[config.mk]
export PLATFORM = sky130hd
export DESIGN_NAME = division_flat
export DESIGN_NICKNAME = d
export VERILOG_FILES = /design/src/rtl/division_pkg.sv /design/src/rtl/division_if.sv /design/src/rtl/division_step.sv /design/src/rtl/division.sv /design/src/flat_wrapper.sv
export SDC_FILE = /design/constraint.sdc
export NUM_CORES = 1
export LEC_CHECK = 0
export ABC_AREA = 1
export BUFFER_PORTS_ARGS = -buffer_cell sky130_fd_sc_hd__clkbuf_2
export CELL_PAD_IN_SITES_DETAIL_PLACEMENT = 0
export CELL_PAD_IN_SITES_GLOBAL_PLACEMENT = 1
export CORE_MARGIN = 2
export CORE_UTILIZATION = 30
export CTS_BUF_LIST = sky130_fd_sc_hd__clkbuf_4 sky130_fd_sc_hd__clkbuf_8 sky130_fd_sc_hd__clkbuf_16
export CTS_CLUSTER_DIAMETER = 100
export DETAILED_ROUTE_END_ITERATION = 7
export PLACE_DENSITY_LB_ADDON = 0.1
export SLEW_MARGIN = 20
export SYNTH_ARGS = -nofsm -noshare
export SYNTH_HDL_FRONTEND = slang
export SYNTH_SLANG_ARGS = --single-unit
[constraint.sdc]
create_clock -name clk -period 3.9 [get_ports clk]
set_clock_uncertainty 0.15 [all_clocks]
set_input_delay 0.78 -clock clk [delete_from_list [all_inputs] [get_ports clk]]
set_output_delay 0.78 -clock clk [all_outputs]
set_load 0.02 [all_outputs]
[src/rtl/division_pkg.sv]
// Shared ALU definitions for the divider.
// Data width default, FSM states, divide-by-zero result.
package division_pkg;

  localparam int DIV_WIDTH = 16;

  typedef enum logic {
    IDLE = 1'b0,
    RUN  = 1'b1
  } state_t;

  localparam logic [DIV_WIDTH-1:0] DIV_ZERO_Q = '1;

endpackage

[src/rtl/division_if.sv]
// Start/Busy/Done handshake and operand/result bus
// between the ALU sequencer (master) and the divider (slave).
interface division_if
  import division_pkg::*;
#(
  parameter int WIDTH = DIV_WIDTH
) ();

  logic             Start;
  logic [WIDTH-1:0] A;
  logic [WIDTH-1:0] B;
  logic [WIDTH-1:0] Quotient;
  logic [WIDTH-1:0] Remainder;
  logic             DivByZero;
  logic             Busy;
  logic             Done;

  modport master (
    output Start, A, B,
    input  Quotient, Remainder,
    input  DivByZero, Busy, Done
  );

  modport slave (
    input  Start, A, B,
    output Quotient, Remainder,
    output DivByZero, Busy, Done
  );

endinterface

[src/rtl/division_step.sv]
// One radix-2 restoring divide step:
// shift {rem,q} left, trial-subtract b, restore on borrow.
module division_step #(
  parameter int WIDTH = 16
) (
  input  logic [WIDTH-1:0] rem,
  input  logic [WIDTH-1:0] q,
  input  logic [WIDTH-1:0] b,
  output logic [WIDTH-1:0] rem_n,
  output logic [WIDTH-1:0] q_n
);

  logic [WIDTH:0] sh;
  logic           ge;

  // Upper WIDTH+1 bits keep the carry when b has its MSB set.
  always_comb begin
    sh = {rem, q[WIDTH-1]};
    ge = (sh >= {1'b0, b});
    if (ge) begin
      rem_n = WIDTH'(sh - {1'b0, b});
      q_n   = {q[WIDTH-2:0], 1'b1};
    end else begin
      rem_n = sh[WIDTH-1:0];
      q_n   = {q[WIDTH-2:0], 1'b0};
    end
  end

endmodule

[src/rtl/division.sv]
// Iterative unsigned divider, one quotient bit per clock.
// B==0 answers at the accept edge with all-ones / A.
module division
  import division_pkg::*;
#(
  parameter int WIDTH = DIV_WIDTH
) (
  input logic       clk,
  input logic       rst,
  division_if.slave bus
);

  localparam int CW = $clog2(WIDTH + 1);

  state_t           state;
  state_t           state_n;
  logic [CW-1:0]    cnt;
  logic [WIDTH-1:0] rem;
  logic [WIDTH-1:0] q;
  logic [WIDTH-1:0] b_r;
  logic [WIDTH-1:0] rem_n;
  logic [WIDTH-1:0] q_n;
  logic [WIDTH-1:0] quo_r;
  logic [WIDTH-1:0] rmd_r;
  logic             dz_r;
  logic             done_r;
  logic             accept;
  logic             b_zero;
  logic             last;

  division_step #(
    .WIDTH(WIDTH)
  ) u_step (
    .rem  (rem),
    .q    (q),
    .b    (b_r),
    .rem_n(rem_n),
    .q_n  (q_n)
  );

  // Next state: accept only when idle; leave RUN on last step.
  always_comb begin
    state_n = state;
    accept  = 1'b0;
    last    = 1'b0;
    b_zero  = (bus.B == '0);
    unique case (state)
      IDLE: begin
        if (bus.Start) begin
          accept = 1'b1;
          if (!b_zero) state_n = RUN;
        end
      end
      RUN: begin
        if (cnt == CW'(1)) begin
          last    = 1'b1;
          state_n = IDLE;
        end
      end
      default: state_n = IDLE;
    endcase
  end

  // State register.
  always_ff @(posedge clk or posedge rst) begin
    if (rst) state <= IDLE;
    else     state <= state_n;
  end

  // Datapath, counter and result registers; results hold during RUN.
  always_ff @(posedge clk or posedge rst) begin
    if (rst) begin
      cnt    <= '0;
      rem    <= '0;
      q      <= '0;
      b_r    <= '0;
      quo_r  <= '0;
      rmd_r  <= '0;
      dz_r   <= 1'b0;
      done_r <= 1'b0;
    end else begin
      done_r <= 1'b0;
      if (accept) begin
        if (b_zero) begin
          quo_r  <= '1;
          rmd_r  <= bus.A;
          dz_r   <= 1'b1;
          done_r <= 1'b1;
        end else begin
          rem <= '0;
          q   <= bus.A;
          b_r <= bus.B;
          cnt <= CW'(WIDTH);
        end
      end else if (state == RUN) begin
        rem <= rem_n;
        q   <= q_n;
        cnt <= cnt - CW'(1);
        if (last) begin
          quo_r  <= q_n;
          rmd_r  <= rem_n;
          dz_r   <= 1'b0;
          done_r <= 1'b1;
        end
      end
    end
  end

  assign bus.Quotient  = quo_r;
  assign bus.Remainder = rmd_r;
  assign bus.DivByZero = dz_r;
  assign bus.Busy      = (state == RUN);
  assign bus.Done      = done_r;

endmodule

[src/flat_wrapper.sv]
// flat-port wrapper written by rule: the top's interface ports become plain ports
module division_flat import division_pkg::*;
#(
  parameter int WIDTH = DIV_WIDTH
)
  (clk, rst, bus_Start, bus_A, bus_B, bus_Quotient, bus_Remainder, bus_DivByZero, bus_Busy, bus_Done);
  division_if #(.WIDTH(WIDTH)) bus_i ();
  input logic clk;
  input logic rst;
  input wire logic [$bits(bus_i.Start)-1:0] bus_Start;
  input wire logic [$bits(bus_i.A)-1:0] bus_A;
  input wire logic [$bits(bus_i.B)-1:0] bus_B;
  output wire logic [$bits(bus_i.Quotient)-1:0] bus_Quotient;
  output wire logic [$bits(bus_i.Remainder)-1:0] bus_Remainder;
  output wire logic [$bits(bus_i.DivByZero)-1:0] bus_DivByZero;
  output wire logic [$bits(bus_i.Busy)-1:0] bus_Busy;
  output wire logic [$bits(bus_i.Done)-1:0] bus_Done;
  assign bus_i.Start = bus_Start;
  assign bus_i.A = bus_A;
  assign bus_i.B = bus_B;
  assign bus_Quotient = bus_i.Quotient;
  assign bus_Remainder = bus_i.Remainder;
  assign bus_DivByZero = bus_i.DivByZero;
  assign bus_Busy = bus_i.Busy;
  assign bus_Done = bus_i.Done;
  division #(.WIDTH(WIDTH)) u_core (.clk(clk), .rst(rst), .bus(bus_i));
endmodule
# Word-level counts from Yosys, hierarchy flattened
# Index checks and enable logic that the tools add are counted.
# Widths: inputs -> output; s select.
dict set report op_classes {
  reduce_logical 6
  n_mux 35
  magnitude_cmp 1
  n_eq_ne 3
  bitwise 2
  add_sub_neg 2
}
# cell count
set ops {}
lappend ops {{$mux 16} 15}
lappend ops {{$ge 17x16->1} 1}
lappend ops {{$logic_not 16->1} 1}
lappend ops {{$mux 1} 16}
lappend ops {{$sub 16x16->16} 1}
lappend ops {{$mux 5} 3}
lappend ops {{$eq 5x1->1 const B} 1}
lappend ops {{$sub 5x1->5 const B} 1}
lappend ops {{$ne 2x2->1 const B} 2}
lappend ops {{$reduce_and 2->1} 2}
lappend ops {{$reduce_bool 2->1} 2}
lappend ops {{$reduce_and 3->1} 1}
lappend ops {{$not 1->1} 2}
lappend ops {{$pmux 1 s2} 1}
dict set report word_totals {
  elab_cells 58
  inputBits 35
  regBits 88
  out_inout_bits 35
}

# Logic depth before layout (Yosys ltp)
dict set report logic_depth {
  word_depth 6
  depth_mapped 15
  depth_no_buf 15
}

# By module
# A second synthesis with hierarchy kept.
dict set report hier_totals {
  cells_unflattened 794
  hier_area_um2 5535.3
}
# module seq_area_each_um2 cells_each n_inst area_each_um2
set by_module_without_submodules {}
lappend by_module_without_submodules {division 2202.1 509 1 4060.1}
lappend by_module_without_submodules {division_step 0.0 285 1 1475.2}

# Worst setup path after synthesis
# OpenSTA, ideal clock, no wires.
dict set report synth_path {
  path_kind {input port to flip-flop}
  from {in bus_B[14]}
  to {reg u_core.rmd_r[8] (netlist: u_core.bus.Remainder[8])}
  path_buffers 1
  t_arrival_ps 1758
  path_stages 11
  slack_ps 1880
  path_cell_list {inv_1 > nand4_1 > nor2_1 > nand3_2 > nand2_4 > inv_2 > buf_2 > a21oi_1 > nand3_1 > nand2_1 > inv_1}
}
dict set report synth_between {
  elab_chain_len 3
}
# item line
set synth_rtl {}
lappend synth_rtl {{start: declaration} flat_wrapper.sv:12} ;# input wire logic [$bits(bus_i.B)-1:0] bus_B;
lappend synth_rtl {{$logic_not 16->1} division.sv:46} ;# b_zero = (bus.B == '0);
lappend synth_rtl {{$ne 2x2->1 (no line)} --}
lappend synth_rtl {{$reduce_and 3->1 (no line)} --}
lappend synth_rtl {{end signal: assignment} division.sv:86} ;# rmd_r <= bus.A;
lappend synth_rtl {{end signal: assignment} division.sv:101} ;# rmd_r <= rem_n;
lappend synth_rtl {{end: declaration} division.sv:24} ;# logic [WIDTH-1:0] rmd_r;
# Every way passes these cells.
# A chain may end at the register's enable or synchronous reset.

# Worst setup path after layout
dict set report layout_path {
  from {reg u_core.rem[10]}
  to {reg u_core.rmd_r[13] (netlist: u_core.bus.Remainder[13])}
}
dict set report layout_between {
  elab_chain_len 5
}
# item line
set layout_rtl {}
lappend layout_rtl {{start: declaration} division.sv:18} ;# logic [WIDTH-1:0] rem;
lappend layout_rtl {{start signal: assignment} division.sv:96} ;# rem <= rem_n;
lappend layout_rtl {{$sub 16x16->16 / $ge 17x16->1 (equally long branches)} {division_step.sv:21, division_step.sv:19}}
lappend layout_rtl {{$mux 16 (*)} division_step.sv:20} ;# if (ge) begin
lappend layout_rtl {{$mux 16 (*)} division.sv:99} ;# if (last) begin
lappend layout_rtl {{$mux 16 (*)} division.sv:95} ;# end else if (state == RUN) begin
lappend layout_rtl {{$mux 16 (*)} division.sv:83} ;# if (accept) begin
# Mark *: on every way between the ends. The rest lies on a longest branch, timed or not. The select of a mux whose other input is x is not followed.

==> qor.csv <==
stage,metric,value,unit
synth,synth_seq_area_share,42.0,%
sta,setup_viol,0,
critical_path,r2r_setup_slack,1.32,ns
place,dp.cells,991,
floorplanning,rows,48,
synth,synth_area,5240,µm²
drt,routed_wl,14.8,mm
sta,clock.fmax,388,MHz
drt,vias_per_cell,4.58,
clock_network,h-tree-depth,3,
run,cap_violations,0,
critical_path,path_max_fanout,18,
clock_network,cts_setup_buffers,0,
critical_path,worstSetupPathType,reg2reg,
clock_network,cts_buffer_depth,2,
layout,area_delta_synth_final,16.3,%
synth,synthMuxAreaShare,0,%
drt,dr_total_vias,4614,
layout,final_cell_mix,"nand2_1 (230), inv_1 (110), dfrtp_1 (88)",
global_route,grt_first_pass_wirelength,23.7,mm
floorplanning,core-area,17200,µm²
global_route,grt_max_degree,53,
critical_path,cp.arrival,2.68,ns
synth,synth-xor-area-share,1.34,%
pwr,p_leak,3.26,nW
synth,synthSimpleGateAreaFrac,32.0,%
sta,layout_min_cycle_time,2.58,ns
layout,drive_above_1_share,16.4,%
critical_path,crit_path_end_kind,register,
pwr,power.density,1020,nW/µm²
synth,yosysTopAreaCell,dfrtp_1,
floorplanning,io-pin-count,70,
synth,yosysWarnings,0,
critical_path,reg2reg_from,u_core.rem[10],
sta,finalSetupTns,0,ns
sta,hold_viol,0,
layout,seq_area,2200,µm²
layout,finalNonFillerCells,1007,
critical_path,cp.required,4.00,ns
status,outcome,"complete, no violations",
place,hpwl,11.4,mm
critical_path,reg2regPathDepth,13,
global_route,grt_pass1_vias,4565,
layout,final_common_cell,nand2_1,
sta,fin_ws,1.32,ns
synth,synth_compound_area_share,9.33,%
pwr,fin_total_pwr,6.23,mW
layout,final_area,6100,µm²
synth,synthAdderAreaFrac,4.68,%
clock_network,cts_hold_buffers,0,
clock_network,clk-insertion-delay-late,0.35,ns
place,port_buffers,69,
clock_network,cts_tree,yes,
place,place_congestion,0.832,
synth,synth-seq-cells,88,
drt,drcViolationCount,0,
floorplanning,die_area,18500,µm²
clock_network,cts.sinks,88,
global_route,grt_overflow,0,
synth,synth_cell_types,33,
global_route,antenna_found_initial,0,
synth,synth_top_family_by_area,simple AND/OR/NAND/NOR gates,
floorplanning,start_util,30.5,%
pwr,ir_drop,0.371,mV
layout,final_nets,831,
drt,drtIter0Drc,225,
place,post_dp_cell_area,5790,µm²
sta,rsz0062_at_grt,false,
synth,syn_inst,718,
drt,wl_per_cell,14.7,µm
layout,n_antenna_cell,0,
synth,synthTopCellsByArea,"dfrtp_1 (42%), nand2_1 (16%), inv_1 (7.9%)",
sta,slew_headroom,53.6,%
layout,n_fill_cell,1907,
sta,worst_slew_pin_slew,0.693,ns
sta,whs,0.334,ns
floorplanning,die_h,136,µm
synth,yosys.area.top_type_share,42.0,%
synth,syn_avg_cell_area,7.30,µm²
drt,ant_nets,0,
global_route,grt_usage,16.8,%
clock_network,root_buffer,clkbuf_16,
clock_network,clkSlewWorstSetupHoldPaths,0.07,ns
floorplanning,die_w,136,µm
drt,drt_pass1_iterations,5,
critical_path,r2r_end,u_core.bus.Remainder[13],
place,place_ws,1.04,ns
layout,final_util,35.5,%
clock_network,cts_made_buffers,9,
hold_path,hp-class,in2async,
sta,fin_crit_sh,66.1,%
synth,synth_nets,772,
clock_network,post_cts_resized,0,
layout,multi_input_area,2480,µm²
sta,slew_violations,0,
critical_path,start_kind,register,
## critical path, stage by stage (launching register included)
cell and delay (ns):
dfrtp_1 0.42, ha_1 0.37, nand2_1 0.16, inv_1 0.05, nand2_1 0.06, nand2_1 0.07, nand2_1 0.07, nand2_1 0.08
nor2_4 0.37, nand2_4 0.25, nand3_1 0.20, nand3_1 0.11, nand2_1 0.07, inv_1 0.03
## report_power, final
part / switching [mW] / internal [mW]
Combinational: 2.50 / 1.22
Clock: 0.394 / 0.522
Sequential: 0.263 / 1.34
## synthesized netlist by cell type
cell / count
nand2_1: 230
inv_1: 111
dfrtp_1: 88
o21ai_0: 49
a21oi_1: 42
nand3_1: 38
nor2_1: 30
nand4_1: 24
ha_1: 18
buf_2: 11
nand3_2: 11
or2_2: 9
clkbuf_1: 8
or2_1: 8
xor2_1: 6
buf_1: 4
inv_2: 4
nand2_2: 4
nor2_2: 4
and2_1: 3
nand2_4: 2
nor2_4: 2
xnor2_1: 2
a21boi_0: 1
a22oi_2: 1
buf_12: 1
buf_4: 1
fa_1: 1
nand3_4: 1
nand3b_1: 1
nor3_1: 1
o21a_1: 1
o22ai_1: 1
## cells by family (layout without fill, tap and decap cells)
logic type | count (synthesis) | after routing
AO/OA/AOI/OAI | 95 | 95
XOR/XNOR | 8 | 8
adder cells (fa/ha/maj) | 19 | 19
buffers and inverters | 140 | 204
flip-flops | 88 | 88
AND/OR/NAND/NOR | 368 | 368
## registers in the layout (all words and copies together) (netlist names)
register	flops
u_core.b_r	16
u_core.bus.Quotient	16
u_core.bus.Remainder	16
u_core.q	16
u_core.rem	16
u_core.cnt	5
u_core.bus.Busy	1
u_core.bus.DivByZero	1
u_core.bus.Done	1
## how the worst max path moves through the flow
stage | startpoint | endpoint | slack (ns) | depth (start not counted)
after CTS | u_core.bus.Busy | u_core.bus.Remainder[12] | 1.30 | 10
after floorplan | rst | u_core.b_r[0] | 0.69 | 1
after global placement | bus_Start | u_core.bus.Remainder[3] | 1.13 | 10
final | u_core.rem[10] | u_core.bus.Remainder[13] | 1.32 | 13
after global routing | u_core.bus.Busy | u_core.bus.Remainder[12] | 1.04 | 10
after detailed placement | bus_Start | u_core.bus.Remainder[12] | 1.04 | 10
## cell type report
type,instances,share of cell area (%)
sequential,88,36.1
clock inverter,6,1.21
clock buffer,10,3.92
timing repair buffer,73,6.36
tap,225,4.62
multi-input combinational,490,40.7
inverter,115,7.10
## per-layer routing
metal | vias up | wire, µm | GRT usage (%)
met2 | 97 | 6990 | 27.3
met4 | 0 | 300 | 6.42
li1 | 2377 | - | -
met3 | 15 | 531 | 2.61
met1 | 2125 | 6950 | 22.4
met5 | - | 0 | 0
Power figures use the tool's default switching activity.
